File: src/rtl/uart_tx_arbiter_if.sv
// Bus bundle between the two TX FIFO read sides, the UART transmitter
// and the arbiter. slave = arbiter view, master = environment view.
//   src0_*/src1_* : FIFO head word, not-empty flag, pop strobe
//   tx_*          : transmitter ready, start strobe, transmitted word
//   grant_o/active_o/sent_cnt_o : arbiter status
interface uart_tx_arbiter_if #(
    parameter int p_word_size = 8,
    parameter int p_cnt_width = 16
);
    logic [p_word_size-1:0] src0_data_i;
    logic                   src0_valid_i;
    logic                   src0_read_o;
    logic [p_word_size-1:0] src1_data_i;
    logic                   src1_valid_i;
    logic                   src1_read_o;
    logic                   tx_ready_i;
    logic                   tx_start_o;
    logic [p_word_size-1:0] tx_data_o;
    logic                   grant_o;
    logic                   active_o;
    logic [p_cnt_width-1:0] sent_cnt_o;

    modport slave (
        input  src0_data_i, src0_valid_i,
        input  src1_data_i, src1_valid_i,
        input  tx_ready_i,
        output src0_read_o, src1_read_o,
        output tx_start_o, tx_data_o,
        output grant_o, active_o, sent_cnt_o
    );

    modport master (
        output src0_data_i, src0_valid_i,
        output src1_data_i, src1_valid_i,
        output tx_ready_i,
        input  src0_read_o, src1_read_o,
        input  tx_start_o, tx_data_o,
        input  grant_o, active_o, sent_cnt_o
    );
endinterface

File: src/rtl/uart_tx_arbiter.sv
// Round-robin arbiter draining two TX FIFOs into one UART transmitter,
// one word per transmitter handshake, bursts bounded to p_burst_max.
//   clk_i, rst_i : clock, synchronous active-high reset
//   bus          : uart_tx_arbiter_if.slave (FIFO, transmitter, status)
module uart_tx_arbiter #(
    parameter int p_word_size = 8,
    parameter int p_burst_max = 4,
    parameter int p_cnt_width = 16
) (
    input  logic               clk_i,
    input  logic               rst_i,
    uart_tx_arbiter_if.slave   bus
);
    localparam int c_bw = $clog2(p_burst_max + 1);
    localparam logic [c_bw-1:0] c_burst_max = c_bw'(p_burst_max);

    typedef enum logic [1:0] {
        s_idle,
        s_send,
        s_hold
    } state_t;

    state_t                 r_state;
    logic                   r_grant;
    logic                   r_last_grant;
    logic [c_bw-1:0]        r_burst_cnt;
    logic [p_cnt_width-1:0] r_sent_cnt;

    logic w_valid_g;
    logic w_valid_o;
    logic w_fire;

    assign w_valid_g = r_grant ? bus.src1_valid_i : bus.src0_valid_i;
    assign w_valid_o = r_grant ? bus.src0_valid_i : bus.src1_valid_i;
    assign w_fire    = (r_state == s_send) & bus.tx_ready_i & w_valid_g;

    // Pop and start are the same handshake, so a word is never popped
    // without being handed to the transmitter.
    assign bus.tx_start_o  = w_fire;
    assign bus.src0_read_o = w_fire & ~r_grant;
    assign bus.src1_read_o = w_fire & r_grant;
    assign bus.tx_data_o   = r_grant ? bus.src1_data_i : bus.src0_data_i;
    assign bus.grant_o     = r_grant;
    assign bus.active_o    = (r_state != s_idle);
    assign bus.sent_cnt_o  = r_sent_cnt;

    always_ff @(posedge clk_i) begin
        if (rst_i) begin
            r_state      <= s_idle;
            r_grant      <= 1'b0;
            r_last_grant <= 1'b1;
            r_burst_cnt  <= '0;
            r_sent_cnt   <= '0;
        end else begin
            unique case (r_state)
                s_idle: begin
                    if (bus.src0_valid_i | bus.src1_valid_i) begin
                        // Tie goes to whoever was not served last.
                        if (bus.src0_valid_i & bus.src1_valid_i)
                            r_grant <= ~r_last_grant;
                        else
                            r_grant <= bus.src1_valid_i;
                        r_burst_cnt <= '0;
                        r_state     <= s_send;
                    end
                end
                s_send: begin
                    if (w_fire) begin
                        r_burst_cnt <= r_burst_cnt + c_bw'(1);
                        r_sent_cnt  <= r_sent_cnt + p_cnt_width'(1);
                        r_state     <= s_hold;
                    end else if (!w_valid_g) begin
                        r_last_grant <= r_grant;
                        r_state      <= s_idle;
                    end
                end
                s_hold: begin
                    // One dead cycle lets the FIFO pointer and
                    // tx_ready_i reflect the word just started.
                    if (w_valid_g &&
                        (r_burst_cnt < c_burst_max || !w_valid_o)) begin
                        if (r_burst_cnt == c_burst_max)
                            r_burst_cnt <= '0;
                        r_state <= s_send;
                    end else if (w_valid_o) begin
                        r_grant     <= ~r_grant;
                        r_burst_cnt <= '0;
                        r_state     <= s_send;
                    end else begin
                        r_last_grant <= r_grant;
                        r_state      <= s_idle;
                    end
                end
                default: r_state <= s_idle;
            endcase
        end
    end
endmodule

File: src/flat_wrapper.sv
// flat-port wrapper written by rule: the top's interface ports become plain ports
module uart_tx_arbiter_flat 
#(
    parameter int p_word_size = 8,
    parameter int p_burst_max = 4,
    parameter int p_cnt_width = 16
)
  (clk_i, rst_i, bus_src0_data_i, bus_src0_valid_i, bus_src1_data_i, bus_src1_valid_i, bus_tx_ready_i, bus_src0_read_o, bus_src1_read_o, bus_tx_start_o, bus_tx_data_o, bus_grant_o, bus_active_o, bus_sent_cnt_o);
  uart_tx_arbiter_if #(.p_word_size(p_word_size), .p_cnt_width(p_cnt_width)) bus_i ();
  input  logic clk_i;
  input  logic rst_i;
  input wire logic [$bits(bus_i.src0_data_i)-1:0] bus_src0_data_i;
  input wire logic [$bits(bus_i.src0_valid_i)-1:0] bus_src0_valid_i;
  input wire logic [$bits(bus_i.src1_data_i)-1:0] bus_src1_data_i;
  input wire logic [$bits(bus_i.src1_valid_i)-1:0] bus_src1_valid_i;
  input wire logic [$bits(bus_i.tx_ready_i)-1:0] bus_tx_ready_i;
  output wire logic [$bits(bus_i.src0_read_o)-1:0] bus_src0_read_o;
  output wire logic [$bits(bus_i.src1_read_o)-1:0] bus_src1_read_o;
  output wire logic [$bits(bus_i.tx_start_o)-1:0] bus_tx_start_o;
  output wire logic [$bits(bus_i.tx_data_o)-1:0] bus_tx_data_o;
  output wire logic [$bits(bus_i.grant_o)-1:0] bus_grant_o;
  output wire logic [$bits(bus_i.active_o)-1:0] bus_active_o;
  output wire logic [$bits(bus_i.sent_cnt_o)-1:0] bus_sent_cnt_o;
  assign bus_i.src0_data_i = bus_src0_data_i;
  assign bus_i.src0_valid_i = bus_src0_valid_i;
  assign bus_i.src1_data_i = bus_src1_data_i;
  assign bus_i.src1_valid_i = bus_src1_valid_i;
  assign bus_i.tx_ready_i = bus_tx_ready_i;
  assign bus_src0_read_o = bus_i.src0_read_o;
  assign bus_src1_read_o = bus_i.src1_read_o;
  assign bus_tx_start_o = bus_i.tx_start_o;
  assign bus_tx_data_o = bus_i.tx_data_o;
  assign bus_grant_o = bus_i.grant_o;
  assign bus_active_o = bus_i.active_o;
  assign bus_sent_cnt_o = bus_i.sent_cnt_o;
  uart_tx_arbiter #(.p_word_size(p_word_size), .p_burst_max(p_burst_max), .p_cnt_width(p_cnt_width)) u_core (.clk_i(clk_i), .rst_i(rst_i), .bus(bus_i));
endmodule
File: config.mk
export PLATFORM = sky130hd
export DESIGN_NAME = uart_tx_arbiter_flat
export DESIGN_NICKNAME = d
export VERILOG_FILES = /design/src/rtl/uart_tx_arbiter_if.sv /design/src/rtl/uart_tx_arbiter.sv /design/src/flat_wrapper.sv
export SDC_FILE = /design/constraint.sdc
export NUM_CORES = 1
export LEC_CHECK = 0
export CORE_MARGIN = 2
export CORE_UTILIZATION = 30
export CTS_CLUSTER_DIAMETER = 120
export DETAILED_ROUTE_END_ITERATION = 8
export REMOVE_ABC_BUFFERS = 1
export SLEW_MARGIN = 20
export SYNTH_ARGS = -nofsm -noshare
export SYNTH_HDL_FRONTEND = slang
export SYNTH_SLANG_ARGS = --single-unit
File: constraint.sdc
create_clock -name clk_i -period 2.17 [get_ports clk_i]
set_input_delay 0.434 -clock clk_i [delete_from_list [all_inputs] [get_ports clk_i]]
set_output_delay 0.434 -clock clk_i [all_outputs]
set_load 0.03 [all_outputs]
[Word level (Yosys, flattened, before mapping)]
Index checks and enable logic that the tools add are counted.
Storage, ports and cells
  flip-flop bits (word level): 23
  latch bits: 0
  bits in writable memories: 0
  ROM bits: 0
  bits of input ports: 21
  output and inout bits: 29
  word-level logic and storage cells: 67
  memories kept: 0
Cells by class
  $add $sub $neg: 2
  multiply operators: 0
  divide/modulo/power cells: 0
  magnitude comparators: 1
  equal/unequal tests: 13
  shifts and indexed selects: 0
  muxes and demuxes: 25
  bitwise logic cells: 8
  reductions and logical operators: 13
Operator list (count)
  $add 16x1->16 const B: 1
  $mux 3: 5
  $mux 1: 11
  $reduce_and 5->1: 2
  $pmux 3 s3: 1
  $mux 2: 4
  $mux 8: 1
  $ne 2x2->1 const B: 4
  $ne 2x1->1 const B: 3
  $ne 3x3->1 const B: 2
  $pmux 2 s3: 1
  $reduce_bool 2->1: 3
  $and 1x1->1: 5
  $pmux 1 s2: 2
  $reduce_and 2->1: 2
  $reduce_and 4->1: 1
  $add 3x1->3 const B: 1
  $eq 3x3->1 const B: 1
  $lt 3x3->1 const B: 1
  $ne 3x1->1 const B: 1
  $reduce_bool 3->1: 1
  $eq 2x1->1 const B: 1
  $eq 2x2->1 const B: 1
  $logic_not 2->1: 1
  other kinds (5): 6

[Longest topological paths before layout]
  word-level depth: 6
  gate-level depth with buffers: 8
  mapped depth without buffers: 6

[Worst setup path after synthesis]
Ideal clock, no wire load.
  path kind: reg2out
  start point: register u_core.r_state[1]
  end point: output bus_src0_read_o
  data arrival time: 1969 ps
  path slack: -233 ps
  cell stages (with the launch flop): 8
  buffers on the path: 2
  path through: dfxtp_1 inv_1 ha_1 and2_1 buf_2 and2_1 clkbuf_1 nor2b_1
On the way
  longest elaborated chain between the ends: 4
RTL lines
  start, declared: line uart_tx_arbiter.sv:23  | state_t r_state;
  start signal, assigned: line uart_tx_arbiter.sv:49  | r_state <= s_idle;
  start signal, assigned: line uart_tx_arbiter.sv:64  | r_state <= s_send;
  start signal, assigned: line uart_tx_arbiter.sv:71  | r_state <= s_hold;
  $eq 2x1->1: line uart_tx_arbiter.sv:35  | assign w_fire = (r_state == s_send) & bus.tx_ready_i & w_valid_g;
  $and 1x1->1 (2 in a row): line uart_tx_arbiter.sv:35
  net bus_tx_start_o: line flat_wrapper.sv:19  | output wire logic [$bits(bus_i.tx_start_o)-1:0] bus_tx_start_o;
  $and 1x1->1: line uart_tx_arbiter.sv:40  | assign bus.src0_read_o = w_fire & ~r_grant;
  end, declared: line flat_wrapper.sv:17  | output wire logic [$bits(bus_i.src0_read_o)-1:0] bus_src0_read_o;
The timed path passes the listed nets, and every way through them passes these cells.

[Worst setup path after layout]
  start point: input bus_src0_data_i[2]
  end point: output bus_tx_data_o[2]
On the way
  longest elaborated chain between the ends: 1
RTL lines
  start, declared: line flat_wrapper.sv:12  | input wire logic [$bits(bus_i.src0_data_i)-1:0] bus_src0_data_i;
  $mux 8: line uart_tx_arbiter.sv:42  | assign bus.tx_data_o = r_grant ? bus.src1_data_i : bus.src0_data_i;
  end, declared: line flat_wrapper.sv:20  | output wire logic [$bits(bus_i.tx_data_o)-1:0] bus_tx_data_o;
Every way passes these cells.

==> results.md <==
- Status: finished clean
- FF-to-FF Start: u_core.bus.grant_o$_SDFFE_PP0P_
- CTS root buf: clkbuf_8
- DR iter-0 viols: 43
- Crit path DAT: 1.68 ns
- Number of synthesized flops with an enable pin: 0
- Worst Reg2Reg Path Length in Cells: 5
- Core area: 0.00469 mm2
- Library cells used by synthesis: between 40 and 50
- Wire length per cell: about 12 um
- # Max-Cap Violations: 0
- Vias in the first global route: about 1.4k
- CTS Buf Count: 3
- First-pass GRT wire length: approximately 6 mm
- I/O Buffers: 49
- Tot Pwr: 0.00108 W
- Via/cell ratio: ~5
- Fraction of registers with async set/reset: 0
- Yosys Warn Count: 0
- Setup TNS Final: 0 ns
- Area Overhead vs Synth: 47.9%
- Setup repair after global routing missed its margin: false
- WHS Endpoint: u_core.r_burst_cnt[0]$_SDFFE_PP0P_
- Syn Inst Count: between 150 and 200
- Die width: approximately 73 um
- Slew headroom: 0.742
- Router iterations before antenna repair: 4
- Layout Utilization: 0.457
- Seq/Total Area, Yosys: 0.318
- Area of the mapped netlist: between 0.001 and 0.0015 mm2
- Final min period: roughly 2.1 ns
- Worst Hold Depth: 2
- Maximum fanout along the worst path: 1
- Number of I/O pins: 50
- Fillers: approximately 500
- Primary FF master, synth: dfxtp_1
- Power Dens Cells: just over 500 mW/mm2
- Clock Path Buffers: 2
- Clock Sinks: 23
- Final hold viol count: 0
- Slew @ Worst Pin: around 0.39 ns
- Htree depth: 1
- Worst R2R Setup Slack: around 0.21 ns
- Starting Density: 0.309
- Mapped Avg Cell Area: between 8 and 9 um2
- Period utilization: 0.975
- TritonCTS clock tree: done
- Die area: roughly 0.0054 mm2
- Layout cells sized above 1: 0.167
- CTS hold repair buffers: 0
- Post-route ant nets: 0
- CP Class: input port to primary output
- Fmax: between 400 and 500 MHz
- Hold Slack: ~0.5 ns
- WP data required: between 1.5 and 2 ns
- NumNets Final: around 260
- Hold Startpoint: u_core.r_burst_cnt[0]$_SDFFE_PP0P_
- Setup-failing EPs final: 0
- RR Endpoint: u_core.r_burst_cnt[1]$_SDFFE_PP0P_
- Initial antenna violation count: 0
- Crit path launch type: input port
- Post-synthesis sequential element count: 23
- Maximum vdd drop: ~0.23 mV
- DPL Wire Length: between 2 and 3 mm
- Register area: 464 um2
- FP Rows: 25
- Clk_lat worst skew: ~0.26 ns
- Final instance area: 0.00214 mm2
- Clock transition at path regs: about 0.090 ns
- All-layer global routing usage: 0.135
- P_leak: approximately 0.86 nW
- Worst Setup End Kind: primary output
- Multi-input gate area: about 900 um2
- Pins over their slew limit: 0
- Post-DP Area: ~0.0021 mm2
- # diodes: 0
- Routed WL: ~3.4 mm
- Remaining global-route overflow: 0
- Layout Skew: around 0.0053 ns
- Hold Crit Class: flop to flop
- Chip height: roughly 73 um
- DRC viols: 0
- Largest net degree at the start of global routing: 14
- Routability congestion estimate: between 0.7 and 0.8
- Vias post-DR: 1417
## area by class of cell
class | count | share of cell area
inverter | 12 | 0.0210
clock buffer | 3 | 0.0193
sequential | 23 | 0.217
multi-input combinational | 124 | 0.421
timing repair buffer | 65 | 0.288
clock inverter | 1 | 0.00234
tap | 54 | 0.0315
## flip-flops by register name, summed over array words and instances (netlist names)
| register | count |
|---|---|
| u_core.r_last_grant | 1 |
| u_core.r_burst_cnt | 3 |
| u_core.r_state | 2 |
| u_core.bus.grant_o | 1 |
| u_core.bus.sent_cnt_o | 16 |
## cells by family after synthesis
group           synth area share
simple gates               0.234
compound gates             0.175
fa+ha+maj                 0.0604
mux                        0.116
xor+xnor                  0.0363
flops                      0.318
buf+inv                   0.0604
## synthesized netlist by cell type (2+ instances only)
master,n,area (um2)
nor3_1,2,10.0
nand2_1,6,22.5
nor2b_1,3,18.8
and2_1,3,18.8
nand4_1,4,25.0
mux2i_1,4,40.0
xor2_1,4,35.0
inv_1,12,45.0
ha_1,7,87.6
xnor2_1,2,17.5
nand2b_1,3,18.8
a31oi_1,2,12.5
clkbuf_1,7,26.3
or4_1,4,30.0
dfxtp_1,23,460
mux2_2,10,113
a211o_1,3,26.3
and4_1,4,35.0
nor2_1,14,52.6
o21ai_0,5,25.0
nand3_1,9,45.0
or3_1,3,18.8
o31ai_1,4,30.0
a21oi_1,11,55.1
and3_1,3,18.8
## worst max-delay path by stage
stage,from,to,slack [ns],cells after the start
5_1_grt,bus_src0_data_i[6],bus_tx_data_o[6],0.003,3
3_5_place_dp,bus_src0_valid_i,u_core.r_burst_cnt[1]$_SDFFE_PP0P_,-0.12,5
4_1_cts,u_core.bus.grant_o$_SDFFE_PP0P_,bus_tx_data_o[3],0.0003,2
3_3_place_gp,bus_src0_valid_i,u_core.r_burst_cnt[0]$_SDFFE_PP0P_,-0.07,5
6_report,bus_src0_data_i[2],bus_tx_data_o[2],0.05,3
2_1_floorplan,u_core.bus.grant_o$_SDFFE_PP0P_,bus_src0_read_o,-0.32,3
## placed cells by master (no fill, tap or decap), drive strengths merged, types with 4 or more instances in the layout
master,netlist,layout
a21oi,11,11
and4,4,4
buf,2,20
clkdlybuf4s50,0,40
dfxtp,23,23
ha,7,7
inv,12,12
mux2,11,11
mux2i,4,4
nand2,6,6
nand3,9,9
nand4,4,4
nor2,14,14
o21ai,5,5
o31ai,4,4
or4,4,4
xor2,4,4
## per-layer routing
metal	vias to the layer above	track usage	wire length (um)	part of all wire
met4	0	0.0242	6	0.0018
met3	2	0.0316	213	0.064
met5	-	0	0	0
li1	733	-	-	-
met1	637	0.175	1610	0.48
met2	45	0.229	1520	0.45
## power by group
part | switching [W] | internal, W | leakage, nW | total (W)
Clock | 0.000140 | 0.000128 | 0.0255 | 0.000268
Sequential | 0.0000197 | 0.000437 | 0.187 | 0.000457
Combinational | 0.000173 | 0.000186 | 0.647 | 0.000359
Total | 0.000333 | 0.000751 | 0.859 | 0.00108
## worst max-delay path, stage by stage
cell and delay [ns]:
clkdlybuf4s50_1 0.45, mux2_2 0.13, clkdlybuf4s50_1 0.66
## per-stage QoR
| stage | setup WS [ns] | cells |
|---|---|---|
| 2_1_floorplan | -0.323 | 159 |
| 3_5_place_dp | -0.116 | 277 |
| 5_1_grt | 0.00303 | 282 |
| 4_1_cts | 0.000255 | 282 |
| 3_3_place_gp | -0.0704 | 277 |
| 6_report | 0.0546 | 282 |
## what timing repair did
item / 4_1_cts / 5_1_grt
hold endpoints to repair: 0 / 0
pin swaps: 0 / 1
gates cloned: 0 / 0
setup buffers: 1 / 0
endpoints found under the setup margin: 9 / 10
gates resized for setup: 4 / 7
Note: power is estimated with default switching activity, not from simulation.
